### config.mk
export PLATFORM = sky130hd
export DESIGN_NAME = int_axi4l
export DESIGN_NICKNAME = d
export VERILOG_FILES = /design/src/rtl/int_axi4l.sv
export SDC_FILE = /design/constraint.sdc
export NUM_CORES = 1
export LEC_CHECK = 0
export CAP_MARGIN = 20
export CORE_ASPECT_RATIO = 0.5
export CORE_MARGIN = 10
export CORE_UTILIZATION = 33
export CTS_CLUSTER_SIZE = 40
export DETAILED_ROUTE_END_ITERATION = 10
export HOLD_SLACK_MARGIN = 0.1
export PLACE_DENSITY = 0.77
export SYNTH_ARGS = -nofsm -noshare
export SYNTH_HDL_FRONTEND = slang
export SYNTH_SLANG_ARGS = --single-unit
### constraint.sdc
create_clock -name m_axi_aclk -period 1.8 [get_ports m_axi_aclk]
set_input_delay 0.36 -clock m_axi_aclk [delete_from_list [all_inputs] [get_ports m_axi_aclk]]
set_output_delay 0.36 -clock m_axi_aclk [all_outputs]
set_load 0.02 [all_outputs]
### src/rtl/int_axi4l.sv
// int_axi4l: bridges a simple pulse-driven internal register bus onto an
// AXI4-Lite master. Only one transaction is outstanding at a time.
//
// Ports
//   m_axi_aclk / m_axi_aresetn : clock, asynchronous active-low reset
//   m_axi_aw* / m_axi_w* / m_axi_b* : AXI4-Lite write channels (master side)
//   m_axi_ar* / m_axi_r*            : AXI4-Lite read channels (master side)
//   int_addr, int_wr_data, int_wr_strb, int_wr_en, int_rd_en : request side;
//     the enables are single-cycle pulses, honoured only while idle
//   int_wr_ack/int_wr_err, int_rd_ack/int_rd_err : one-cycle completion
//     pulses; err is meaningful only together with its ack
//   int_rd_data : data of the most recent completed read
//   int_busy    : high whenever a transaction is in flight
module int_axi4l #(
  parameter int ADDR_WIDTH = 10,
  parameter int DATA_WIDTH = 32
) (
  input  logic                    m_axi_aclk,
  input  logic                    m_axi_aresetn,
  output logic [ADDR_WIDTH-1:0]   m_axi_awaddr,
  output logic [2:0]              m_axi_awprot,
  output logic                    m_axi_awvalid,
  input  logic                    m_axi_awready,
  output logic [DATA_WIDTH-1:0]   m_axi_wdata,
  output logic [DATA_WIDTH/8-1:0] m_axi_wstrb,
  output logic                    m_axi_wvalid,
  input  logic                    m_axi_wready,
  input  logic [1:0]              m_axi_bresp,
  input  logic                    m_axi_bvalid,
  output logic                    m_axi_bready,
  output logic [ADDR_WIDTH-1:0]   m_axi_araddr,
  output logic [2:0]              m_axi_arprot,
  output logic                    m_axi_arvalid,
  input  logic                    m_axi_arready,
  input  logic [DATA_WIDTH-1:0]   m_axi_rdata,
  input  logic [1:0]              m_axi_rresp,
  input  logic                    m_axi_rvalid,
  output logic                    m_axi_rready,
  input  logic [ADDR_WIDTH-1:0]   int_addr,
  input  logic [DATA_WIDTH-1:0]   int_wr_data,
  input  logic [DATA_WIDTH/8-1:0] int_wr_strb,
  input  logic                    int_wr_en,
  input  logic                    int_rd_en,
  output logic                    int_wr_ack,
  output logic                    int_wr_err,
  output logic                    int_rd_ack,
  output logic                    int_rd_err,
  output logic [DATA_WIDTH-1:0]   int_rd_data,
  output logic                    int_busy
);

  localparam int STRB_W = DATA_WIDTH / 8;

  typedef enum logic [2:0] {
    IDLE,
    WR_ADDR_DATA,
    WR_RESP,
    RD_ADDR,
    RD_DATA
  } state_e;

  state_e                state_q, state_d;
  logic [ADDR_WIDTH-1:0] addr_q, addr_d;
  logic [DATA_WIDTH-1:0] wdata_q, wdata_d;
  logic [STRB_W-1:0]     wstrb_q, wstrb_d;
  logic                  awvalid_q, awvalid_d;
  logic                  wvalid_q, wvalid_d;
  logic                  bready_q, bready_d;
  logic                  arvalid_q, arvalid_d;
  logic                  rready_q, rready_d;
  logic                  wr_ack_q, wr_ack_d;
  logic                  wr_err_q, wr_err_d;
  logic                  rd_ack_q, rd_ack_d;
  logic                  rd_err_q, rd_err_d;
  logic [DATA_WIDTH-1:0] rd_data_q, rd_data_d;
  logic                  busy_q, busy_d;

  always_comb begin
    state_d   = state_q;
    addr_d    = addr_q;
    wdata_d   = wdata_q;
    wstrb_d   = wstrb_q;
    awvalid_d = awvalid_q;
    wvalid_d  = wvalid_q;
    bready_d  = bready_q;
    arvalid_d = arvalid_q;
    rready_d  = rready_q;
    rd_data_d = rd_data_q;
    // Acks and errors are pulses: low unless a response lands this cycle.
    wr_ack_d  = 1'b0;
    wr_err_d  = 1'b0;
    rd_ack_d  = 1'b0;
    rd_err_d  = 1'b0;

    case (state_q)
      IDLE: begin
        // Write wins a coincident request; the read pulse is simply lost.
        if (int_wr_en) begin
          addr_d    = int_addr;
          wdata_d   = int_wr_data;
          wstrb_d   = int_wr_strb;
          awvalid_d = 1'b1;
          wvalid_d  = 1'b1;
          state_d   = WR_ADDR_DATA;
        end else if (int_rd_en) begin
          addr_d    = int_addr;
          arvalid_d = 1'b1;
          state_d   = RD_ADDR;
        end
      end
      WR_ADDR_DATA: begin
        // AW and W complete independently; the next-state valids double
        // as the "still pending" flags so a same-cycle pair is handled.
        if (awvalid_q && m_axi_awready) awvalid_d = 1'b0;
        if (wvalid_q && m_axi_wready)   wvalid_d  = 1'b0;
        if (!awvalid_d && !wvalid_d) begin
          bready_d = 1'b1;
          state_d  = WR_RESP;
        end
      end
      WR_RESP: begin
        if (bready_q && m_axi_bvalid) begin
          bready_d = 1'b0;
          wr_ack_d = 1'b1;
          wr_err_d = m_axi_bresp[1];
          state_d  = IDLE;
        end
      end
      RD_ADDR: begin
        if (arvalid_q && m_axi_arready) begin
          arvalid_d = 1'b0;
          rready_d  = 1'b1;
          state_d   = RD_DATA;
        end
      end
      RD_DATA: begin
        if (rready_q && m_axi_rvalid) begin
          rready_d  = 1'b0;
          rd_data_d = m_axi_rdata;
          rd_ack_d  = 1'b1;
          rd_err_d  = m_axi_rresp[1];
          state_d   = IDLE;
        end
      end
      default: state_d = IDLE;
    endcase

    busy_d = (state_d != IDLE);
  end

  always_ff @(posedge m_axi_aclk or negedge m_axi_aresetn) begin
    if (!m_axi_aresetn) begin
      state_q   <= IDLE;
      addr_q    <= '0;
      wdata_q   <= '0;
      wstrb_q   <= '0;
      awvalid_q <= 1'b0;
      wvalid_q  <= 1'b0;
      bready_q  <= 1'b0;
      arvalid_q <= 1'b0;
      rready_q  <= 1'b0;
      wr_ack_q  <= 1'b0;
      wr_err_q  <= 1'b0;
      rd_ack_q  <= 1'b0;
      rd_err_q  <= 1'b0;
      rd_data_q <= '0;
      busy_q    <= 1'b0;
    end else begin
      state_q   <= state_d;
      addr_q    <= addr_d;
      wdata_q   <= wdata_d;
      wstrb_q   <= wstrb_d;
      awvalid_q <= awvalid_d;
      wvalid_q  <= wvalid_d;
      bready_q  <= bready_d;
      arvalid_q <= arvalid_d;
      rready_q  <= rready_d;
      wr_ack_q  <= wr_ack_d;
      wr_err_q  <= wr_err_d;
      rd_ack_q  <= rd_ack_d;
      rd_err_q  <= rd_err_d;
      rd_data_q <= rd_data_d;
      busy_q    <= busy_d;
    end
  end

  // Only one transaction is ever in flight, so AW and AR share the
  // captured address register.
  assign m_axi_awaddr  = addr_q;
  assign m_axi_araddr  = addr_q;
  assign m_axi_awprot  = 3'b000;
  assign m_axi_arprot  = 3'b000;
  assign m_axi_awvalid = awvalid_q;
  assign m_axi_wdata   = wdata_q;
  assign m_axi_wstrb   = wstrb_q;
  assign m_axi_wvalid  = wvalid_q;
  assign m_axi_bready  = bready_q;
  assign m_axi_arvalid = arvalid_q;
  assign m_axi_rready  = rready_q;
  assign int_wr_ack    = wr_ack_q;
  assign int_wr_err    = wr_err_q;
  assign int_rd_ack    = rd_ack_q;
  assign int_rd_err    = rd_err_q;
  assign int_rd_data   = rd_data_q;
  assign int_busy      = busy_q;

endmodule
======== Word-level counts from Yosys, hierarchy flattened ========
Index checks and enable logic that the tools add are counted.
storage, ports and cells
  flip-flop bits (word level) ............. 91
  bits of input ports ..................... 91
  output and inout port bits .............. 104
  logic and storage cells ................. 82
cells by class
  equal/unequal tests ..................... 11
  muxes and demuxes ....................... 34
  reductions and logical operators ........ 22
operators by type and width
  operator              number
  $mux W1               20
  $mux W10              2
  $mux W3               6
  $pmux W3 S5           1
  $ne A2 B2 Y1 const B  7
  $pmux W1 S2           5
  $reduce_bool A2 Y1    5
  $reduce_and A2 Y1     4
  $eq A3 B2 Y1 const B  2
  $logic_and A1 B1 Y1   6
  $reduce_and A3 Y1     2
  $reduce_and A4 Y1     1
  $eq A3 B1 Y1 const B  1
  $eq A3 B3 Y1 const B  1
  $logic_not A3 Y1      1
  $reduce_bool A3 Y1    1
  $logic_not A1 Y1      2

======== Longest topological paths before layout ========
  depth in word-level cells ............... 8
  mapped depth ............................ 6

======== Worst setup path before layout ========
No wires, ideal clock.
  path type ............................... flip-flop to flip-flop
  start point ............................. register state_q[1]
  end point ............................... register wdata_q[0], in the netlist m_axi_wdata[0]
  library setup time ...................... 0.128 ns
  arrival ................................. 1.442 ns
  path slack .............................. 0.230 ns
  stages on the path, launching flop included .. 6
  buffers on the path ..................... 1
  cell sequence ........................... dfrtp_1 -> nor2_2 -> nand2_1 -> nor2_4 -> buf_4 -> mux2_1
between the ends
  word-level cells in the longest chain between the ends .. 2
RTL lines
  what                         line  text
  start, declared              62    state_e state_q, state_d;
  start signal, assigned       169   state_q <= state_d;
  $logic_not A3 Y1             95    case (state_q)
  $reduce_and A2 Y1 (no line)  n/a
  end signal, assigned         171   wdata_q <= wdata_d;
  end, declared                64    logic [DATA_WIDTH-1:0] wdata_q, wdata_d;
No other way between the ends.
A chain may end at the register's enable or synchronous reset.

======== Worst setup path in the final report ========
  start point ............................. register arvalid_q, in the netlist m_axi_arvalid
  end point ............................... output m_axi_arvalid
RTL lines
  what                    line  text
  start, declared         69    logic arvalid_q, arvalid_d;
  start signal, assigned  176   arvalid_q <= arvalid_d;
  end, declared           33    output logic m_axi_arvalid,
No word-level cell between the ends.

==> metrics.yaml <==
synthesis:
  synth_edf_count: 0
  synthFlopType: "dfrtp_1"
  ys_async_sr_fraction: 1.00
  ys_seq_area_frac: 0.613
  syn-instance-count: 237
  ys_ff_latch: 91
  synth_cell_type_count: 30
  yosys_warnings: 0
  synth_area_per_cell_um2: 15.7
  synth_area_um2: 3720
route:
  ant_nets: 0
  via_per_inst: 4.36
  dr.pass1.iters: 4
  drc: 0
  drt_iter0_markers: 136
  vias: 2500
  wire_per_inst_um: 18.7
  wirelength_um: 10700
critical_path:
  cp_top_family: "buffers and inverters"
  r2r_start: "state_q[1]"
  crit_chain: "clkdlybuf4s50_1"
  reg2regPathDepth: 5
  critPathArrivalTime_ps: 1400
  slowest_delay_ps: 660
  endpoint_kind: "output pin"
  cp_slowest_cell: "clkdlybuf4s50_1"
  worst-r2r-setup-slack_ps: 240
  cp_max_fo: 5
  reg2reg_to: "m_axi_wdata[26]"
  cp-start-kind: "register"
  crit_buf_inv: 1
  critical_path_class: "register to output pin"
  crit_required_ps: 1440
place:
  placed_cells: 557
  gp_congestion: 0.748
  dp.final_hpwl_um: 8340
  placed_cell_area_um2: 5710
  numPortBuffers: 186
  place_ws_ps: -101
global_routing:
  grt_pass1_vias: 2683
  grt_pass1_wl_um: 16000
  grt_overflow: 0
  antenna_found_initial: 0
  grt_use_total: 0.128
  grt_max_degree: 80
floorplan:
  rows: 27
  core_um2: 11000
  ios: 195
  initial_core_util: 0.338
  die_w_um: 170
  die_y_um: 95.0
  die_area_um2: 16200
sta:
  fin_crit_sh: 0.980
  finClkSkew_ps: 4.94
  period_needed_ps: 1760
  rsz0062_at_grt: "no"
  setup_viol: 0
  worst_slack_ps: 35.2
  fmax_mhz: 567
  whs_ps: 408
  hold_violations: 0
  slew_violations: 0
  fin_setup_tns_ps: 0
cts:
  clkSinkCount: 91
  ctsHtreeMaxLevel: 3
  post_cts_buffers: 0
  cts_buffer_depth: 2
  cts_tree: "yes"
  ctsRootBufferMaster: "clkbuf_16"
  clkTransAtPathRegs_ps: 60
  clk_latency_ps: 340
  numCtsBuffers: 9
run:
  maxCapViolations: 0
outcome:
  status: "complete, no violations"
worst_hold_path:
  hold_class: "input port to async pin"
cells_and_area:
  drive_above_1_share: 0.175
  synthToLayoutAreaGrowth_pct: 62.1
  fillerInstances: 906
  stdcell_count: 574
  fin_util: 0.548
  multi_input_area_um2: 1270
  n_antenna_cell: 0
  final_net_count: 515
  stdcell_area_um2: 6020
  ff_latch_area_um2: 2280
power_and_ir_drop:
  ir_drop_uv: 800
  pwr_density_cell_nw_per_um2: 1780
  power_mw: 10.7
  power.leakage_nw: 2.67
area by class of cell:
cell class | instances | area share
flip-flops and latches | 91 | 0.378
clock inverters | 6 | 0.0108
clock buffers | 10 | 0.0397
repair buffers | 195 | 0.329
well taps | 145 | 0.0301
inverters | 3 | 0.00187
multi-input cells | 124 | 0.210
power by group:
part	leakage [nW]	internal [mW]	total, mW	switching, mW
clock network	0.137	1.11	1.90	0.791
registers	1.14	2.96	3.52	0.555
logic	1.39	2.83	5.30	2.47
metal layers:
| metal | global-route usage | up-vias | routed length (um) |
|---|---|---|---|
| met5 | 0 | - | 0 |
| li1 | - | 1165 | - |
| met1 | 0.127 | 1279 | 3770 |
| met2 | 0.263 | 46 | 6500 |
| met3 | 0.0268 | 10 | 317 |
| met4 | 0.0384 | 0 | 159 |
worst register-to-register path: stages, from the launching register on:
cell and delay, ps:
dfrtp_1 460, nor2_2 120, nand2_1 130, nor2_4 130, buf_12 220, mux2_2 390
cells in the final DEF (no fill, tap or decap), types with 2 or more instances in the layout:
master	synthesis	routed
dfrtp_1	91	91
nand2_1	14	14
a21boi_0	2	2
clkinvlp_4	0	4
mux2_2	14	14
clkbuf_16	0	9
mux2_4	29	29
nor2_1	2	2
conb_1	1	6
and2_1	2	2
inv_1	2	2
buf_12	0	4
a21oi_1	3	3
clkdlybuf4s50_1	0	184
nor3b_1	2	2
a31oi_1	2	2
buf_4	19	5
mux2_1	35	35
how the worst max path moves through the flow:
| stage | cells after the start | start | to | slack (ps) |
|---|---|---|---|---|
| 2_1_floorplan | 5 | state_q[1] | m_axi_wdata[0] | 230 |
| 3_3_place_gp | 5 | int_wr_en | m_axi_wdata[24] | -60 |
| 3_5_place_dp | 5 | int_wr_en | m_axi_wdata[26] | -100 |
| 4_1_cts | 1 | m_axi_rready | m_axi_rready | 1 |
| 5_1_grt | 1 | m_axi_arvalid | m_axi_arvalid | 7 |
| 6_report | 1 | m_axi_arvalid | m_axi_arvalid | 40 |
cell families (layout without fill, tap and decap cells):
logic type / count (synthesis) / after routing / synth area share
other: 1 / 6 / 0.00101
and+or+nand+nor: 29 / 29 / 0.0475
muxes: 78 / 78 / 0.266
buffers and inverters: 27 / 214 / 0.0532
AOI/OAI and AO/OA: 11 / 11 / 0.0199
DFF: 91 / 91 / 0.613
cell usage after synthesis (2+ instances only):
cell type  count  share of area
a21oi_1        3         0.0040
buf_4         19          0.038
nand2_1       14          0.014
buf_2          2         0.0027
mux2_2        14          0.042
dfrtp_1       91           0.61
buf_6          3         0.0091
inv_1          2         0.0020
mux2_1        35           0.11
nor2_1         2         0.0020
mux2_4        29           0.12
nor3b_1        2         0.0040
and2_1         2         0.0034
a21boi_0       2         0.0040
a31oi_1        2         0.0034
flip-flops by register name (all words and copies together) (netlist names), 3 cells and up:
register	flops
m_axi_wstrb	4
m_axi_araddr	10
state_q	3
m_axi_wdata	32
int_rd_data	32
timing repair:
item                                   in CTS  in global routing
endpoints found under the hold margin      12                  0
hold buffers                                1                  0
resized for setup                           0                  1
setup endpoints to repair                   0                  1
Power figures use the tool's default switching activity.
==> variant 1, RTL diff (config.mk and constraints unchanged) <==
Set the parameter `ADDR_WIDTH` to 8 (it was 10).
--- a/src/rtl/int_axi4l.sv
+++ b/src/rtl/int_axi4l.sv
@@ -12,7 +12,7 @@
 //   int_rd_data : data of the most recent completed read
 //   int_busy    : high whenever a transaction is in flight
 module int_axi4l #(
-  parameter int ADDR_WIDTH = 10,
+  parameter int ADDR_WIDTH = 8,
   parameter int DATA_WIDTH = 32
 ) (
   input  logic                    m_axi_aclk,
Interface: changed (resized int_addr, m_axi_araddr and m_axi_awaddr); port bits go from 195 to 189. The function was not compared with the original's and may differ.
==> variant 1 against the original RTL <==
- die area is 3.8% lower
- sequential cell count is 2 lower
- sequential share of layout area is 0.70 points higher
- highest routed layer unchanged
- final area is 4.0% lower
- synthesized area is 4.5% lower
- setup slack better by 0.037 ns
- wire length is 1.8% lower
- total power is 3.9% lower
==> variant 1: results (changes against the original RTL) <==
- Clock buf count: 13 (was 10)
* Half-perimeter wire length of the detailed placement result: 8.50 mm (was 8.34 mm)
- Length of routed wiring on met1: 3.39 mm (was 3.77 mm)
- Met3 routed wirelength: 387 um (was 317 um)
- Layout fillers: 821 (was 906)
* Setup slack, reg-to-reg: 0.16 ns (was 0.24 ns)
* Complex-gate fraction of the synthesized area: 0.0265 (was 0.0199)
* Number of ordinary inverters in the final layout: 0 (was 3)
- TritonRoute pass-1 iters: 6 (was 4)
- Max VDD drop: 0.625 mV (was 0.800 mV)
- The global-route wire length before repair is 16.1 mm (was 16.0 mm).
* #MultiIn Comb: 121 (was 124)
- Storage element area: 2230 sq um (was 2280 sq um)
* Leak Pwr: 2.47 nW (was 2.67 nW)
- Total power divided by cell area: 1780 nW/um^2 (about the same)
- The minimum hold slack was 0.490 ns (was 0.408 ns).
- Arr. time, crit path: 1.37 ns (was 1.40 ns)
- Multiplexer share of the synthesized area: 0.241 (was 0.266)
- The worst reg2reg path depth was 4 (was 5).
* # port buffers: 180 (was 186)
- The global-route usage over all layers came to 0.132 (was 0.128).
- Result of the run: complete, no violations (unchanged).
* Clock buf/inv share: 0.0502 (was 0.0505)
- The worst min-delay path category is reg -> reg (was in -> async).
- Routability congestion estimate: 0.793 (was 0.748)
- Synth top area cells: sky130_fd_sc_hd__dfrtp_1 63%, sky130_fd_sc_hd__mux2_2 23%, sky130_fd_sc_hd__buf_4 3.4% (was sky130_fd_sc_hd__dfrtp_1 61%, sky130_fd_sc_hd__mux2_4 12%, sky130_fd_sc_hd__mux2_1 11%).
==> variant 1: worst max path at each step <==
stage,start,end,cells after the start
CTS,m_axi_arvalid$_DFFE_PN0P_,m_axi_arvalid,1
floorplan,state_q[2]$_DFF_PN0_,m_axi_wdata[0]$_DFFE_PN0P_,4
global placement,int_wr_en,m_axi_wstrb[3]$_DFFE_PN0P_,4
global route,m_axi_wvalid$_DFFE_PN0P_,m_axi_wvalid,1
finish,m_axi_wvalid$_DFFE_PN0P_,m_axi_wvalid,1
detailed placement,int_wr_en,m_axi_wdata[12]$_DFFE_PN0P_,4
==> variant 1: through the flow <==
| step | utilization | cells |
|---|---|---|
| 2_1_floorplan | - | 234 |
| 4_1_cts | 0.559 | 560 |
| 3_3_place_gp | 0.530 | 543 |
| 5_1_grt | 0.559 | 560 |
| 6_report | 0.559 | 560 |
| 3_5_place_dp | 0.530 | 543 |
==> variant 2, RTL diff (config.mk and constraints unchanged) <==
Without the edit above. Make the reset (`m_axi_aresetn`) synchronous in one clocked block. Comments in the files are not updated.
--- a/src/rtl/int_axi4l.sv
+++ b/src/rtl/int_axi4l.sv
@@ -148,7 +148,7 @@
     busy_d = (state_d != IDLE);
   end
 
-  always_ff @(posedge m_axi_aclk or negedge m_axi_aresetn) begin
+  always_ff @(posedge m_axi_aclk) begin
     if (!m_axi_aresetn) begin
       state_q   <= IDLE;
       addr_q    <= '0;
Check against the original RTL: differs if m_axi_aresetn is asserted again (counterexample within 4 cycles, from zero or initial values and one cycle with m_axi_aresetn low); with m_axi_aresetn held inactive, the same outputs for 10 cycles.
==> variant 2 against the original RTL <==
- synthesized cell count grew 76%
- sequential cell count is the same
- die area shrank 2.8%
- critical path type unchanged
- largest cell class is now buffers
- critical endpoint unchanged
- via count grew 32%
- core utilization grew 1.2 points
- synthesized area shrank 3.3%
- final area shrank 3.2%
- sequential share of layout area shrank 6.6 points
- setup slack gained 0.041 ns
- count of clock-buffer cells in the layout grew 1
- wire length grew 5.5%
- maximum frequency grew 2.4%
Power is not compared: it rests on default switching activity, and its combinational part moved more than twofold at a synthesized area within 25%.
==> variant 2: results (changes against the original RTL) <==
* Most used standard cells in the synthesized netlist: 165 x sky130_fd_sc_hd__nand2_1, 91 x sky130_fd_sc_hd__dfxtp_1, 44 x sky130_fd_sc_hd__a21boi_1, 35 x sky130_fd_sc_hd__a21boi_0, 19 x sky130_fd_sc_hd__buf_4 (was 91 x sky130_fd_sc_hd__dfrtp_1, 35 x sky130_fd_sc_hd__mux2_1, 29 x sky130_fd_sc_hd__mux2_4, 19 x sky130_fd_sc_hd__buf_4)
* Worst setup skew after layout: 0.00650 ns (was 0.00494 ns)
- Clock buf/inv share: 0.0564 (was 0.0505)
- Result of the run: complete, no violations (unchanged).
- Post-synthesis sequential area ratio: 0.507 (was 0.613)
- The worst min-delay path category is in -> reg (was in -> async).
- Half-perimeter wire length of the detailed placement result: 8.70 mm (was 8.34 mm)
* Unique masters post-synth: 31 (was 30)
- The maximum number of pins on one net before global-route repair was 35 (was 80).
- Pre-CTS setup slack: 0.0413 ns (was -0.101 ns)
- Clock latency at the later pin of the worst-skew pair: 0.34 ns (about the same)
* Vias: 3307 (was 2500)
* Post-route cell area: 5830 sq um (was 6020 sq um)
* Post-DR vias/cell: 4.49 (was 4.36)
- The largest fanout on the critical path is 4 (was 5).
* Layout fillers: 933 (was 906)
* Initial antenna violation count: 1 (was 0)
* Crit. Startpoint: m_axi_arvalid$_SDFFE_PN0P_ (was m_axi_arvalid$_DFFE_PN0P_)
- Crit path setup slack, layout: 0.0766 ns (was 0.0352 ns)
- Average size of a mapped cell: 8.59 sq um (was 15.7 sq um)
- The startpoint of the lowest-slack register-to-register path is state_q[1]$_SDFF_PN0_ (was state_q[1]$_DFF_PN0_).
- Storage element area: 1820 sq um (was 2280 sq um)
- The cell count after placement is 719 (was 557).
- Area used by multi-input combinational logic: 1490 sq um (was 1270 sq um)
- Num rows: 26 (was 27)
- Routability congestion estimate: 0.783 (was 0.748)
- Cell area after placement: 5500 sq um (was 5710 sq um)
- #MultiIn Comb: 288 (was 124)
* First-pass GRT wire length: 17.7 mm (was 16.0 mm)
- The number of nets in the final layout came to 681 (was 515).
- The worst reg-to-reg setup slack came to 0.34 ns (was 0.24 ns).
- The wire length per cell after detailed routing was 15.4 um (was 18.7 um).
- TritonRoute pass-1 iters: 4 (unchanged)
- Clock buf count: 11 (was 10)
- The layout inverter count without the clock tree came to 1 (was 3).
- The violation count after the first detailed-routing iteration is 190 (was 136).
- Worst flop-to-flop path endpoint: m_axi_wdata[26]$_SDFFE_PN0P_ (was m_axi_wdata[26]$_DFFE_PN0P_)
- The count of non-CTS buffers in the layout is 199 (was 195).
- The arrival time reported for the critical path endpoint was 1.36 ns (was 1.40 ns).
- All-Layer GR Usage: 0.138 (was 0.128)
==> variant 2: cell count changes in the layout (fill, tap and decap cells not counted), moves of 33 or more <==
| cell | unedited run | this run |
|---|---|---|
| sky130_fd_sc_hd__nand2_1 | 14 | 165 |
| sky130_fd_sc_hd__dfrtp_1 | 91 | 0 |
| sky130_fd_sc_hd__dfxtp_1 | 0 | 91 |
| sky130_fd_sc_hd__a21boi_0 | 2 | 35 |
| sky130_fd_sc_hd__mux2_1 | 35 | 0 |
| sky130_fd_sc_hd__a21boi_1 | 0 | 44 |
==> variant 2: per-layer routing <==
metal,wire (um),track usage
met1,4340,0.139
met2,6300,0.275
met3,529,0.0368
met4,174,0.0425
met5,0,0
==> variant 2: kinds of logic after synthesis <==
| logic type | count (synthesis) | synth area share |
|---|---|---|
| simple gates | 188 | 0.217 |
| buf+inv | 44 | 0.0829 |
| other cells | 1 | 0.00104 |
| flops | 91 | 0.507 |
| compound gates | 94 | 0.192 |
